<file path="src/rtl/shift_sched_pkg.sv">
// Shared constants for the barrel-shifter scheduler: shift types,
// FSM state encoding and the per-pass shift limit.
package shift_sched_pkg;

    localparam logic [1:0] SH_LSL = 2'b00;
    localparam logic [1:0] SH_LSR = 2'b01;
    localparam logic [1:0] SH_ASR = 2'b10;
    localparam logic [1:0] SH_ROR = 2'b11;

    localparam int MAX_PASS = 15;

    typedef enum logic [1:0] {
        ST_IDLE  = 2'd0,
        ST_PASS1 = 2'd1,
        ST_PASS2 = 2'd2,
        ST_RESP  = 2'd3
    } state_t;

endpackage

</file>
<file path="src/rtl/shift_sched_if.sv">
// Request/response bundle between the two shift requesters, the
// result consumer (master side) and shift_sched (slave side).
interface shift_sched_if;

    logic [1:0]  req_valid;
    logic [1:0]  req_ready;
    logic [1:0]  req_type0;
    logic [1:0]  req_type1;
    logic [4:0]  req_amt0;
    logic [4:0]  req_amt1;
    logic [15:0] req_data0;
    logic [15:0] req_data1;
    logic        rsp_valid;
    logic        rsp_ready;
    logic        rsp_id;
    logic [15:0] rsp_data;

    modport master (
        output req_valid, req_type0, req_type1,
        output req_amt0, req_amt1, req_data0, req_data1,
        output rsp_ready,
        input  req_ready, rsp_valid, rsp_id, rsp_data
    );

    modport slave (
        input  req_valid, req_type0, req_type1,
        input  req_amt0, req_amt1, req_data0, req_data1,
        input  rsp_ready,
        output req_ready, rsp_valid, rsp_id, rsp_data
    );

endinterface

</file>
<file path="src/rtl/shift_sched_barrel.sv">
// Combinational 16-bit barrel shifter, 0..15 positions per pass.
module shift_sched_barrel
    import shift_sched_pkg::*;
(
    input  logic [1:0]  typ,
    input  logic [3:0]  amt,
    input  logic [15:0] din,
    output logic [15:0] dout
);

    logic [4:0] inv;

    assign inv = 5'd16 - {1'b0, amt};

    always_comb begin
        dout = din;
        unique case (typ)
            SH_LSL: dout = din << amt;
            SH_LSR: dout = din >> amt;
            SH_ASR: dout = 16'($signed(din) >>> amt);
            SH_ROR: dout = (din >> amt) | (din << inv);
        endcase
    end

endmodule

</file>
<file path="src/rtl/shift_sched.sv">
// Two-port arbiter and pass sequencer in front of one barrel shifter.
// Define SHIFT_SCHED_RR_EN for round-robin; otherwise port 0 has fixed priority.
module shift_sched #(
    parameter int W        = 16,
    parameter int MAX_PASS = 15
) (
    input logic          clk,
    input logic          rst,
    shift_sched_if.slave bus
);

    import shift_sched_pkg::*;

    state_t       state;
    state_t       state_nx;
    logic [1:0]   typ_q;
    logic [4:0]   rem;
    logic [4:0]   rem_nx;
    logic [3:0]   step;
    logic [W-1:0] data_q;
    logic [W-1:0] acc;
    logic         id_q;
    logic         prio;
    logic         grant;
    logic         accept;
    logic [1:0]   ready;
    logic [1:0]   sel_typ;
    logic [4:0]   sel_amt;
    logic [W-1:0] sel_data;
    logic [W-1:0] b_in;
    logic [W-1:0] b_out;
    logic         busy_pass;

    always_comb begin
        grant = 1'b0;
        unique case (bus.req_valid)
            2'b01:   grant = 1'b0;
            2'b10:   grant = 1'b1;
            2'b11:   grant = prio;
            default: grant = 1'b0;
        endcase
    end

    always_comb begin
        ready = 2'b00;
        if (state == ST_IDLE && bus.req_valid[grant])
            ready = 2'b01 << grant;
    end

    assign accept   = |ready;
    assign sel_typ  = grant ? bus.req_type1 : bus.req_type0;
    assign sel_amt  = grant ? bus.req_amt1  : bus.req_amt0;
    assign sel_data = grant ? bus.req_data1 : bus.req_data0;

    // Each pass consumes at most MAX_PASS positions of the remaining amount.
    assign step      = (rem > 5'(MAX_PASS)) ? 4'(MAX_PASS) : rem[3:0];
    assign rem_nx    = rem - {1'b0, step};
    assign busy_pass = (state == ST_PASS1) || (state == ST_PASS2);
    assign b_in      = (state == ST_PASS2) ? acc : data_q;

    shift_sched_barrel u_barrel (
        .typ  (typ_q),
        .amt  (step),
        .din  (b_in),
        .dout (b_out)
    );

    always_ff @(posedge clk) begin
        if (rst)
            state <= ST_IDLE;
        else
            state <= state_nx;
    end

    always_comb begin
        state_nx = state;
        unique case (state)
            ST_IDLE:  if (accept) state_nx = ST_PASS1;
            ST_PASS1: state_nx = (rem_nx == 5'd0) ? ST_RESP : ST_PASS2;
            ST_PASS2: state_nx = (rem_nx == 5'd0) ? ST_RESP : ST_PASS2;
            ST_RESP:  if (bus.rsp_ready) state_nx = ST_IDLE;
            default:  state_nx = ST_IDLE;
        endcase
    end

    always_ff @(posedge clk) begin
        if (rst) begin
            typ_q  <= SH_LSL;
            rem    <= '0;
            data_q <= '0;
            acc    <= '0;
            id_q   <= 1'b0;
        end else if (accept) begin
            typ_q  <= sel_typ;
            rem    <= sel_amt;
            data_q <= sel_data;
            id_q   <= grant;
        end else if (busy_pass) begin
            acc <= b_out;
            rem <= rem_nx;
        end
    end

`ifdef SHIFT_SCHED_RR_EN
    always_ff @(posedge clk) begin
        if (rst)
            prio <= 1'b0;
        else if (accept)
            prio <= ~grant;
    end
`else
    assign prio = 1'b0;
`endif

    assign bus.req_ready = ready;
    assign bus.rsp_valid = (state == ST_RESP);
    assign bus.rsp_id    = (state == ST_RESP) && id_q;
    assign bus.rsp_data  = (state == ST_RESP) ? acc : '0;

endmodule
</file>
<file path="src/flat_wrapper.sv">
// flat-port wrapper written by rule: the top's interface ports become plain ports
module shift_sched_flat import shift_sched_pkg::*;
#(
    parameter int W        = 16,
    parameter int MAX_PASS = 15
)
  (clk, rst, bus_req_valid, bus_req_type0, bus_req_type1, bus_req_amt0, bus_req_amt1, bus_req_data0, bus_req_data1, bus_rsp_ready, bus_req_ready, bus_rsp_valid, bus_rsp_id, bus_rsp_data);
  shift_sched_if bus_i ();
  input logic clk;
  input logic rst;
  input wire logic [$bits(bus_i.req_valid)-1:0] bus_req_valid;
  input wire logic [$bits(bus_i.req_type0)-1:0] bus_req_type0;
  input wire logic [$bits(bus_i.req_type1)-1:0] bus_req_type1;
  input wire logic [$bits(bus_i.req_amt0)-1:0] bus_req_amt0;
  input wire logic [$bits(bus_i.req_amt1)-1:0] bus_req_amt1;
  input wire logic [$bits(bus_i.req_data0)-1:0] bus_req_data0;
  input wire logic [$bits(bus_i.req_data1)-1:0] bus_req_data1;
  input wire logic [$bits(bus_i.rsp_ready)-1:0] bus_rsp_ready;
  output wire logic [$bits(bus_i.req_ready)-1:0] bus_req_ready;
  output wire logic [$bits(bus_i.rsp_valid)-1:0] bus_rsp_valid;
  output wire logic [$bits(bus_i.rsp_id)-1:0] bus_rsp_id;
  output wire logic [$bits(bus_i.rsp_data)-1:0] bus_rsp_data;
  assign bus_i.req_valid = bus_req_valid;
  assign bus_i.req_type0 = bus_req_type0;
  assign bus_i.req_type1 = bus_req_type1;
  assign bus_i.req_amt0 = bus_req_amt0;
  assign bus_i.req_amt1 = bus_req_amt1;
  assign bus_i.req_data0 = bus_req_data0;
  assign bus_i.req_data1 = bus_req_data1;
  assign bus_i.rsp_ready = bus_rsp_ready;
  assign bus_req_ready = bus_i.req_ready;
  assign bus_rsp_valid = bus_i.rsp_valid;
  assign bus_rsp_id = bus_i.rsp_id;
  assign bus_rsp_data = bus_i.rsp_data;
  shift_sched #(.W(W), .MAX_PASS(MAX_PASS)) u_core (.clk(clk), .rst(rst), .bus(bus_i));
endmodule
</file>
<file path="config.mk">
export PLATFORM = sky130hd
export DESIGN_NAME = shift_sched_flat
export DESIGN_NICKNAME = d
export VERILOG_FILES = /design/src/rtl/shift_sched_pkg.sv /design/src/rtl/shift_sched_if.sv /design/src/rtl/shift_sched_barrel.sv /design/src/rtl/shift_sched.sv /design/src/flat_wrapper.sv
export SDC_FILE = /design/constraint.sdc
export NUM_CORES = 1
export LEC_CHECK = 0
export ABC_AREA = 1
export CAP_MARGIN = 0
export CORE_AREA = 2 2 102 104
export DETAILED_ROUTE_END_ITERATION = 12
export DIE_AREA = 0 0 104 106
export GPL_TIMING_DRIVEN = 0
export PLACE_DENSITY_LB_ADDON = 0.08
export SYNTH_ARGS = -nofsm -noshare
export SYNTH_HDL_FRONTEND = slang
export SYNTH_SLANG_ARGS = --single-unit
</file>
<file path="constraint.sdc">
create_clock -name clk -period 2.8 [get_ports clk]
set_input_delay 0.42 -clock clk [delete_from_list [all_inputs] [get_ports clk]]
set_output_delay 0.42 -clock clk [all_outputs]
set_load 0.1 [all_outputs]
</file>
==> impl_metrics.env <==
export IMPL_run_status="complete, no violations"
export IMPL_required_ps=2380
export IMPL_die_area_um2=11000
export IMPL_drive_gt1_share_pct=7.44
export IMPL_hold_class="reg2reg"
export IMPL_ys_seq_area_share_pct=19.3
export IMPL_min_period_ps=2700
export IMPL_grt_pass1_wl_um=28700
export IMPL_regToRegSetupSlack_ps=150
export IMPL_synth_area_leaders="nand2_1, dfxtp_1, nand3_1"
export IMPL_maxSlewHeadroom_pct=35.1
export IMPL_min_from="u_core.id_q$_SDFFE_PP0N_"
export IMPL_netlist_area_leader_share_pct=26.6
export IMPL_io_pins=71
export IMPL_p_comb_share_pct=80.0
export IMPL_syn_area_per_cell_um2=5.38
export IMPL_cts_max_path_buffers=2
export IMPL_synth_nets=867
export IMPL_yosysWarnings=0
export IMPL_drv_slew=0
export IMPL_post_cts_buffers=0
export IMPL_hold_depth=2
export IMPL_setup_tns_ps=0
export IMPL_n_antenna_cell=0
export IMPL_vias=5740
export IMPL_hold_buffers=0
export IMPL_power_leakage_nw=2.55
export IMPL_critPathSlowestCell="clkdlybuf4s50_1"
export IMPL_yosysTopAreaCell="nand2_1"
export IMPL_syn_inst=811
export IMPL_power_per_cell_area_nw_per_um2=1420
export IMPL_internal_power_mw=2.98
export IMPL_tightestPinTransition_ps=971
export IMPL_drv_cap=0
export IMPL_clock_sinks=42
export IMPL_drt_total_wl_um=18500
export IMPL_end_kind="output port"
export IMPL_ir_worst_vdd_uv=691
export IMPL_power_frac_clock_pct=7.6
export IMPL_rsz0062_at_grt="no"
export IMPL_htreeDepth=2
export IMPL_reg2reg_to="u_core.acc[5]$_SDFFE_PP0P_"
export IMPL_dp_slack_ps=-1050
export IMPL_grt_ovfl_total=0
export IMPL_track_usage_pct=33.5
export IMPL_insertion_delay_ps=310
export IMPL_die_w_um=104
export IMPL_grt_max_degree=20
export IMPL_crit_family="buffers and inverters"
export IMPL_clk_pin_slew_ps=80
export IMPL_timing_rr_start="u_core.typ_q[0]$_SDFFE_PP0N_"
export IMPL_finalPower_mw=7.72
export IMPL_met1_usage_pct=42.7
export IMPL_drt_iter0_drc=639
export IMPL_crit_buf_inv=2
export IMPL_clock_skew_ps=5.52
export IMPL_clock_fmax_mhz=370
export IMPL_cp_max_fo=11
export IMPL_drtAntennaViolNets=0
export IMPL_hold_end="u_core.id_q$_SDFFE_PP0N_"
export IMPL_p_sw_mw=4.73
export IMPL_min_period_over_period_pct=96.5
export IMPL_first_global_vias=5297
export IMPL_switching_share_pct=61.3
export IMPL_max_stage_delay_ps=1120
export IMPL_cts_root_buffer="clkbuf_8"
export IMPL_synth_seq_cells=42
export IMPL_hold_viol_final=0
export IMPL_met3_usage_pct=4.72
export IMPL_worstPathArrival_ps=2280
export IMPL_hpwl_um=15100
export IMPL_place_congestion=1.08
export IMPL_die_h_um=106
export IMPL_port_buffers=70
export IMPL_top_usage_layer="met2"
export IMPL_route_detailed_drc=0
export IMPL_via_per_inst=5.61
export IMPL_power_frac_seq_pct=12.4
export IMPL_start_util_pct=43.6
export IMPL_worst_slack_ps=96.8
export IMPL_coreArea_um2=10000
export IMPL_r2r_cells=11
export IMPL_path_class="reg2out"
export IMPL_syn_cell_area_um2=4360
export IMPL_rows=37
export IMPL_drtPass1Iterations=8
export IMPL_cts_tree="built"
export IMPL_cp_start_kind="flip-flop"
export IMPL_cts_made_buffers=5
export IMPL_path_cells="ha_2, nand2_1, inv_1, clkdlybuf4s50_1"
export IMPL_area_growth_syn_to_layout_pct=24.2
export IMPL_antenna_found_initial=0
export IMPL_setup_viol=0
export IMPL_wire_per_inst_um=18.1
export IMPL_nNetsFinal=942
export IMPL_ys_types=37
export IMPL_whs_ps=493
export IMPL_grt_use_met2_pct=54.2
[area by class of cell]
type	count	area [um2]
sequential	42	841
multi-input combinational	646	3050
inverter	82	309
clock buffer	5	68.8
tap	136	170
timing repair buffer	70	707
fill	1082	4580
buffer	39	200
clock inverter	3	68.8
[flip-flops by register name, summed over array words and instances, names as in the netlist]
name	count
u_core.acc	16
u_core.data_q	16
u_core.id_q	1
u_core.rem	5
u_core.state	2
u_core.typ_q	2
[through the flow]
stage	utilization (%)	instance area, um2	std cells
floorplan	-	4370	811
global placement	52.4	5240	1017
detailed placement	52.4	5240	1017
CTS	53.8	5380	1023
global route	54.2	5420	1023
finish	54.2	5420	1023
[synthesized netlist by cell type (all sizes together)]
library cell,instances
xor2,2
o211ai,19
a31oi,24
or2,1
dfxtp,42
nand3,100
o21ai,57
mux2i,2
nand2,312
o31ai,1
o31a,1
ha,5
a22oi,3
o22ai,1
nor2,67
nor3,3
and2,1
nand3b,3
inv,79
a21oi,41
buf,17
nand4,3
clkinv,3
clkbuf,24
[power by group through the flow]
stage          logic, mW  clock network (mW)  registers, mW
2_1_floorplan       4.24                   0          0.918
3_3_place_gp        5.88                   0          0.962
3_5_place_dp        5.86                   0          0.968
4_1_cts             5.88               0.592          0.955
5_1_grt             6.72               0.616          0.979
6_report            6.17               0.587          0.958
[cells by family after synthesis]
| group | count (synthesis) | share of synthesized area, % |
|---|---|---|
| mux | 2 | 0.459 |
| buf+inv | 123 | 11.7 |
| flops | 42 | 19.3 |
| xor+xnor | 2 | 0.832 |
| fa+ha+maj | 5 | 1.43 |
| simple gates | 490 | 47.1 |
| compound gates | 147 | 19.2 |
[worst min-delay path, delay by kind of cell, from the launching register on]
kind / cells / cell delay, ps
AOI/OAI and AO/OA: 1 / 60
DFF: 1 / 320
and+or+nand+nor: 1 / 70
[cell usage in the layout, fill, tap and decap left out, types with 20 or more instances in the layout]
cell / netlist / layout
a21oi_1: 41 / 39
a31oi_1: 24 / 24
clkbuf_1: 24 / 20
clkdlybuf4s50_1: 0 / 56
dfxtp_1: 42 / 42
inv_1: 73 / 72
nand2_1: 309 / 309
nand3_1: 99 / 97
nor2_1: 62 / 60
o21ai_0: 48 / 47
[metal layers]
layer	up-vias	routed length [um]
met3	60	1720
met4	0	1170
li1	2800	-
met2	319	8190
met1	2561	7430
met5	-	0
[repair_timing]
item	CTS	global route
pin swaps	0	1
cloned	0	0
setup endpoints to repair	32	16
gates resized for setup	43	17
[worst max path at each step]
| stage | from | end | slack, ps | depth (start not counted) |
|---|---|---|---|---|
| 2_1_floorplan | u_core.state[1]$_SDFFE_PP0P_ | bus_rsp_data[10] | 230 | 5 |
| 5_1_grt | u_core.state[0]$_SDFFE_PP0P_ | u_core.acc[5]$_SDFFE_PP0P_ | 0.09 | 14 |
| 3_3_place_gp | bus_req_valid[0] | bus_req_ready[0] | -960 | 7 |
| 6_report | u_core.state[1]$_SDFFE_PP0P_ | bus_rsp_data[4] | 100 | 4 |
| 3_5_place_dp | bus_req_valid[0] | bus_req_ready[0] | -1050 | 7 |
| 4_1_cts | bus_req_valid[0] | bus_req_ready[0] | 10 | 7 |
Power figures use the tool's default switching activity.
